[config.mk]
export PLATFORM = sky130hd
export DESIGN_NAME = imm_extender
export DESIGN_NICKNAME = d
export VERILOG_FILES = /design/src/rtl/imm_pkg.sv /design/src/rtl/imm_ext_comb.sv /design/src/rtl/imm_extender.sv
export SDC_FILE = /design/constraint.sdc
export NUM_CORES = 1
export LEC_CHECK = 0
export BUFFER_PORTS_ARGS = -buffer_cell sky130_fd_sc_hd__buf_2
export CORE_MARGIN = 2
export CORE_UTILIZATION = 57
export CTS_BUF_LIST = sky130_fd_sc_hd__clkbuf_8
export DETAILED_ROUTE_END_ITERATION = 10
export PLACE_DENSITY = 0.82
export SYNTH_ARGS = -nofsm -noshare
export SYNTH_HDL_FRONTEND = slang
export SYNTH_SLANG_ARGS = --single-unit
[constraint.sdc]
create_clock -name clk -period 3.25 [get_ports clk]
set_input_delay 0.975 -clock clk [delete_from_list [all_inputs] [get_ports clk]]
set_output_delay 0.975 -clock clk [all_outputs]
set_load 0.1 [all_outputs]
[src/rtl/imm_pkg.sv]
// rtl/imm_pkg.sv - shared immediate-extension mode encoding
package imm_pkg;

  typedef enum logic [1:0] {
    MODE_SEXT   = 2'b00,
    MODE_ZEXT   = 2'b01,
    MODE_UPPER  = 2'b10,
    MODE_BRANCH = 2'b11
  } ext_mode_t;

endpackage

[src/rtl/imm_ext_comb.sv]
// rtl/imm_ext_comb.sv - combinational IN_W to OUT_W immediate extender
module imm_ext_comb
  import imm_pkg::*;
#(
  parameter int IN_W  = 16,
  parameter int OUT_W = 32
) (
  input  logic [IN_W-1:0]  imm,
  input  ext_mode_t        mode,
  output logic [OUT_W-1:0] result
);

  logic [OUT_W-1:0] sext;

  always_comb begin
    sext   = {{(OUT_W-IN_W){imm[IN_W-1]}}, imm};
    result = '0;
    case (mode)
      MODE_SEXT:   result = sext;
      MODE_ZEXT:   result = {{(OUT_W-IN_W){1'b0}}, imm};
      MODE_UPPER:  result = {imm, {(OUT_W-IN_W){1'b0}}};
      // Branch offsets are word-scaled; the top two sign copies fall off.
      MODE_BRANCH: result = {sext[OUT_W-3:0], 2'b00};
      default:     result = '0;
    endcase
  end

endmodule

[src/rtl/imm_extender.sv]
// rtl/imm_extender.sv - immediate extender feeding a DEPTH-entry result FIFO
module imm_extender
  import imm_pkg::*;
#(
  parameter int IN_W  = 16,
  parameter int OUT_W = 32,
  parameter int DEPTH = 2
) (
  input  logic                       clk,
  input  logic                       rst_n,
  input  logic                       in_valid,
  output logic                       in_ready,
  input  logic [IN_W-1:0]            in_imm,
  input  logic [1:0]                 in_mode,
  output logic                       out_valid,
  input  logic                       out_ready,
  output logic [OUT_W-1:0]           out_data,
  output logic [$clog2(DEPTH+1)-1:0] count
);

  localparam int CW = $clog2(DEPTH+1);
  localparam int PW = (DEPTH > 1) ? $clog2(DEPTH) : 1;

  logic [OUT_W-1:0] ext_result;
  logic [OUT_W-1:0] mem_q [DEPTH];
  logic [PW-1:0]    rd_ptr_q, rd_ptr_d;
  logic [PW-1:0]    wr_ptr_q, wr_ptr_d;
  logic [CW-1:0]    count_q, count_d;
  logic             push, pop;

  imm_ext_comb #(
    .IN_W  (IN_W),
    .OUT_W (OUT_W)
  ) u_ext (
    .imm    (in_imm),
    .mode   (ext_mode_t'(in_mode)),
    .result (ext_result)
  );

  // Non-power-of-two depths need an explicit wrap rather than natural overflow.
  function automatic logic [PW-1:0] ptr_inc(input logic [PW-1:0] p);
    return (p == PW'(DEPTH-1)) ? '0 : p + PW'(1);
  endfunction

  assign in_ready  = (count_q != CW'(DEPTH));
  assign out_valid = (count_q != '0);
  assign push      = in_valid & in_ready;
  assign pop       = out_valid & out_ready;
  assign count     = count_q;
  assign out_data  = out_valid ? mem_q[rd_ptr_q] : '0;

  always_comb begin
    rd_ptr_d = rd_ptr_q;
    wr_ptr_d = wr_ptr_q;
    count_d  = count_q;
    if (push) wr_ptr_d = ptr_inc(wr_ptr_q);
    if (pop)  rd_ptr_d = ptr_inc(rd_ptr_q);
    case ({push, pop})
      2'b10:   count_d = count_q + CW'(1);
      2'b01:   count_d = count_q - CW'(1);
      default: count_d = count_q;
    endcase
  end

  always_ff @(posedge clk or negedge rst_n) begin
    if (!rst_n) begin
      rd_ptr_q <= '0;
      wr_ptr_q <= '0;
      count_q  <= '0;
    end else begin
      rd_ptr_q <= rd_ptr_d;
      wr_ptr_q <= wr_ptr_d;
      count_q  <= count_d;
    end
  end

  // Storage is never reset; out_data is masked by out_valid instead.
  always_ff @(posedge clk) begin
    if (push) mem_q[wr_ptr_q] <= ext_result;
  end

endmodule

**Yosys cells after proc, flatten, opt, wreduce, memory -nomap -nowiden**

Memory sizes are Yosys's and may differ from the RTL's.
Index checks and enable logic that the tools add are counted.

- Equal/unequal tests: 6
- Bitwise logic cells: 2
- Add/subtract/negate cells: 4
- Mux-type cells: 7
- Reduce and logical (&&, ||, !) cells: 3

Operators with widths:

| cell | count |
|---|---|
| 32-bit case mux with 4 select lines | 1 |
| 32-bit 2-to-1 mux | 1 |
| 2-bit equality test, second input constant | 3 |
| 2-bit by 1-bit equality test with 1-bit output, second input constant | 2 |
| 1-bit 2-to-1 mux | 4 |
| 2-bit case mux with 2 select lines | 1 |
| 2-bit nonzero test | 2 |
| 1-bit adder, second input constant | 2 |
| 2-bit by 1-bit adder with 2-bit output, second input constant | 1 |
| 1-bit bitwise AND | 2 |
| 2-bit logical NOT | 1 |
| 2-bit != test, second input constant | 1 |
| 2-bit by 1-bit subtractor with 2-bit output, second input constant | 1 |

- RAM bits: 64
- Register bits: 4
- Input bits: 22
- Output and inout port bits: 36
- Memories kept: 1

Memory list:

| name | depth | width | read ports | clocked after memory_dff | wr ports | RTL line | text |
|---|---|---|---|---|---|---|---|
| mem_q | 2 | 32 | 1 | 0 | 1 | imm_extender.sv:25 | `logic [OUT_W-1:0] mem_q [DEPTH];` |

**Logic depth before layout (Yosys ltp)**

- Word-level depth: 4
- Gate-level depth with buffers: 7

**Cells and area by module**

From an unflattened synthesis, not the netlist that was laid out.

- Cells, all modules: 213
- Area, all modules: 3123.0 um2

Modules (own cells, without submodules):

| module | area an instance (um2) | cells each | times used | sequential area each (um2) |
|---|---|---|---|---|
| imm_extender | 2611.3 | 153 | 1 | 2021.9 |
| imm_ext_comb | 511.7 | 60 | 1 | 0.0 |

**Worst setup path before layout**

No wires, ideal clock.

- Path kind: reg2reg
- From: register count_q[0] (netlist: count[0])
- To: memory mem_q[0][0] (enable)
- Clock period less this slack: 3.952 ns
- Path buffers: 0
- Data required time: 2.829 ns
- Setup slack: -0.702 ns
- Library setup time: 0.421 ns
- Data arrival time: 3.531 ns
- Stages on the path, launching flop included: 4
- Path through: dfrtp_1 > nand2b_1 > nand2_1 > nor2_1

- Longest elaborated chain between the ends: 4

Ends and longest elaborated chain:

| element | RTL line | text |
|---|---|---|
| start: declaration | imm_extender.sv:28 | `logic [CW-1:0] count_q, count_d;` |
| start signal: assignment | imm_extender.sv:73 | `count_q <= count_d;` |
| 2-bit != test | imm_extender.sv:45 | `assign in_ready = (count_q != CW'(DEPTH));` |
| via in_ready | imm_extender.sv:12 | `output logic in_ready,` |
| 1-bit bitwise AND | imm_extender.sv:47 | `assign push = in_valid & in_ready;` |
| 1-bit 2-to-1 mux | imm_extender.sv:79 | `if (push) mem_q[wr_ptr_q] <= ext_result;` |
| 1-bit 2-to-1 mux (implied by the code) | imm_extender.sv:79 |  |
| end: declaration | imm_extender.sv:25 |  |

The timed path passes the listed nets, and every way through them passes these cells.

**Worst setup path after layout**

- From: register rd_ptr_q
- To: output port out_data[24]

- Longest elaborated chain between the ends: 2

Ends and longest elaborated chain:

| element | RTL line | text |
|---|---|---|
| start: declaration | imm_extender.sv:26 | `logic [PW-1:0] rd_ptr_q, rd_ptr_d;` |
| start signal: assignment | imm_extender.sv:71 | `rd_ptr_q <= rd_ptr_d;` |
| memory read 2 x 32 bit | -- |  |
| 32-bit 2-to-1 mux | imm_extender.sv:50 | `assign out_data = out_valid ? mem_q[rd_ptr_q] : '0;` |
| end: declaration | imm_extender.sv:17 | `output logic [OUT_W-1:0] out_data,` |

Every way passes these cells.

==> summary.txt <==
Placement
  – Placed inst area: 3450 um^2
  – Cells after DPL: 318
  – PortBufs: 57
  – Detailed Place HPWL: 3.63 mm
  – GPL Wtd Cong: 0.751

Timing
  – Rel. slew slack: 59.7%
  – TNS Setup: 0 ns
  – Worst-Margin Slew: 0.604 ns
  – Min Hold Slack: 0.437 ns
  – Final setup violating endpoints: 0
  – Final Max Tran Viols: 0
  – Worst Skew: 0.00252 ns
  – Final min period: 2.93 ns
  – Endpoints failing hold: 0
  – RSZ-0062 raised after global routing: false
  – Fmax: 342 MHz
  – Final period util: 90.1%

Die
  – Die area: 5730 um^2
  – Ports: 58
  – Die H: 75.7 um
  – Die span in x: 75.7 um
  – Std cell rows: 26
  – Core area: 5040 um^2
  – Starting Density: 58.1%

Synthesis
  – Post-Syn Instances: 198
  – Synth area leaders: edfxtp_1 66%, mux2i_1 11%, nor2_1 4.6%
  – Mapped Avg Cell Area: 14.8 um^2
  – Netlist cell types: 24
  – Register area share after synthesis: 69.0%
  – Number of synthesized register bits: 68
  – Post-synth EDFFs: 64
  – Top_reg_cell synth: edfxtp_1
  – Top-area cell type share of the netlist area: 65.6%
  – Mapped Nets: 221
  – Async SR Flop Fraction: 5.88%
  – Area leader, netlist: edfxtp_1
  – YS warnings: 0
  – Post-synthesis instance area: 2930 um^2

Drt
  – Iter 0 DRT Violations: 127
  – Drt total wl: 5.53 mm
  – Post-DR vias/cell: 5.36
  – Drt drc: 0
  – Initial DRT Pass Iterations: 4
  – Routed WL per cell: 16.5 um
  – Antenna Violating Nets Remaining: 0
  – Detailed-route via count: 1789

Cells and area
  – Design area: 3690 um^2
  – Ant. Diodes: 0
  – Fin nets: 282
  – # fillers: 333
  – P&R area growth vs syn: 25.9%
  – Post-route insts no fill: 334
  – Layout cell share with drive strength beyond 1: 43.2%

Worst setup path
  – Startpoint Class: register
  – Worst r2r src: count[0]
  – Critical Path Sink Type: primary output
  – Crit path kind: reg -> out
  – Worst setup path end: out_data[24]
  – Worst Path Arrival: 1.95 ns
  – Req. time, crit path: 2.27 ns
  – CP Max Fanout: 18
  – R2R Setup Slk: 1.35 ns
  – Reg2reg end: count[1]
  – Crit path from: rd_ptr_q
  – Worst Reg-to-Reg Cells: 7

Global route
  – First-pass GRT wire length: 8.38 mm
  – Vias in the first global route: 1702
  – GRT Util Overall: 21.0%
  – Overflow after GRT: 0
  – Largest net degree at the start of global routing: 33
  – Initial antenna violation count: 0

Run
  – Max-Cap Viols: 0

Clock tree
  – Root buffer cell: clkbuf_8
  – # hold bufs at CTS: 0
  – Reg clk slew, reported paths: 0.07 ns
  – CTS tree: yes
  – Setup Fix Bufs, Post-CTS: 0
  – Worst-skew pair later-pin latency: 0.33 ns
  – Clock buffer depth: 2
  – # H-tree levels: 3
  – CTS buffer count: 9
  – CTS resizes: 0
  – Clock sinks: 68

Status
  – Status: finished clean

Hold path
  – Type of the worst min-delay path: in -> async
==> cells in the mapped netlist, types with 3 or more instances <==
| cell | number |
|---|---|
| edfxtp_1 | 64 |
| nor2_1 | 36 |
| mux2i_1 | 32 |
| a21o_1 | 15 |
| a22o_1 | 13 |
| buf_2 | 6 |
| clkbuf_1 | 4 |
| dfrtp_1 | 4 |
| and2b_1 | 3 |
| xnor2_1 | 3 |
==> how the worst min path moves through the flow <==
stage	to	startpoint	slack, ns	cells past startpoint
2_1_floorplan	wr_ptr_q	wr_ptr_q	0.51	1
3_3_place_gp	wr_ptr_q	wr_ptr_q	0.54	1
3_5_place_dp	wr_ptr_q	wr_ptr_q	0.54	1
4_1_cts	wr_ptr_q	rst_n	0.42	1
5_1_grt	wr_ptr_q	rst_n	0.43	1
6_report	rd_ptr_q	rst_n	0.44	1
==> flip-flops by register name, indices dropped and copies added, names as in the netlist <==
name,cells
wr_ptr_q,1
count,2
rd_ptr_q,1
mem_q,64
==> layer usage <==
layer	global-route usage [%]	routed length [um]
met5	0	0
met4	9.94	76
met3	4.50	370
met2	32.0	2750
met1	29.2	2330
==> metrics by stage <==
stage               utilization, %  worst slack, ns
floorplan                        -           -0.257
global placement              68.5            0.663
detailed placement            68.5            0.677
CTS                           73.2            0.302
global route                  73.2            0.228
finish                        73.2            0.323
==> layout make-up <==
class                           instances  area, um^2  share of cell area, %
Tap cell                               70        87.6                   2.37
Clock buffer                            9         124                   3.35
Inverter                                2        7.51                  0.203
Sequential cell                        68        2020                   54.8
Clock inverter                          7         115                   3.12
Timing Repair Buffer                   62         335                   9.08
Multi-Input combinational cell        116        1000                   27.1
==> kinds of logic after synthesis <==
logic type      synth area share [%]
compound gates                  8.83
xor+xnor                        1.49
fa+ha+maj                      0.427
buf+inv                         2.56
flops                           69.0
mux                             10.9
simple gates                    6.79
==> placed cells by master, fill, tap and decap left out, types with 2 or more instances in the layout <==
cell        count
edfxtp_1       64
buf_2          57
mux2i_1        32
nor2_4         17
nor2_2         16
a21o_1         15
a22o_1         13
clkbuf_8        9
nor2_1          4
buf_4           4
and2b_1         3
xnor2_1         3
bufinv_16       3
dfrtp_1         3
inv_1           2
nand2_1         2
xor2_1          2
clkinvlp_4      2
clkinv_2        2
==> worst max-delay path, stage by stage, from the launching register on <==
cell	delay, ns
dfrtp_2	0.72
buf_12	0.24
mux2i_1	0.12
nor2_4	0.09
buf_2	0.43
Power is not shown: default switching activity piles up to over one toggle a cycle in this logic, so the estimate is an artifact.
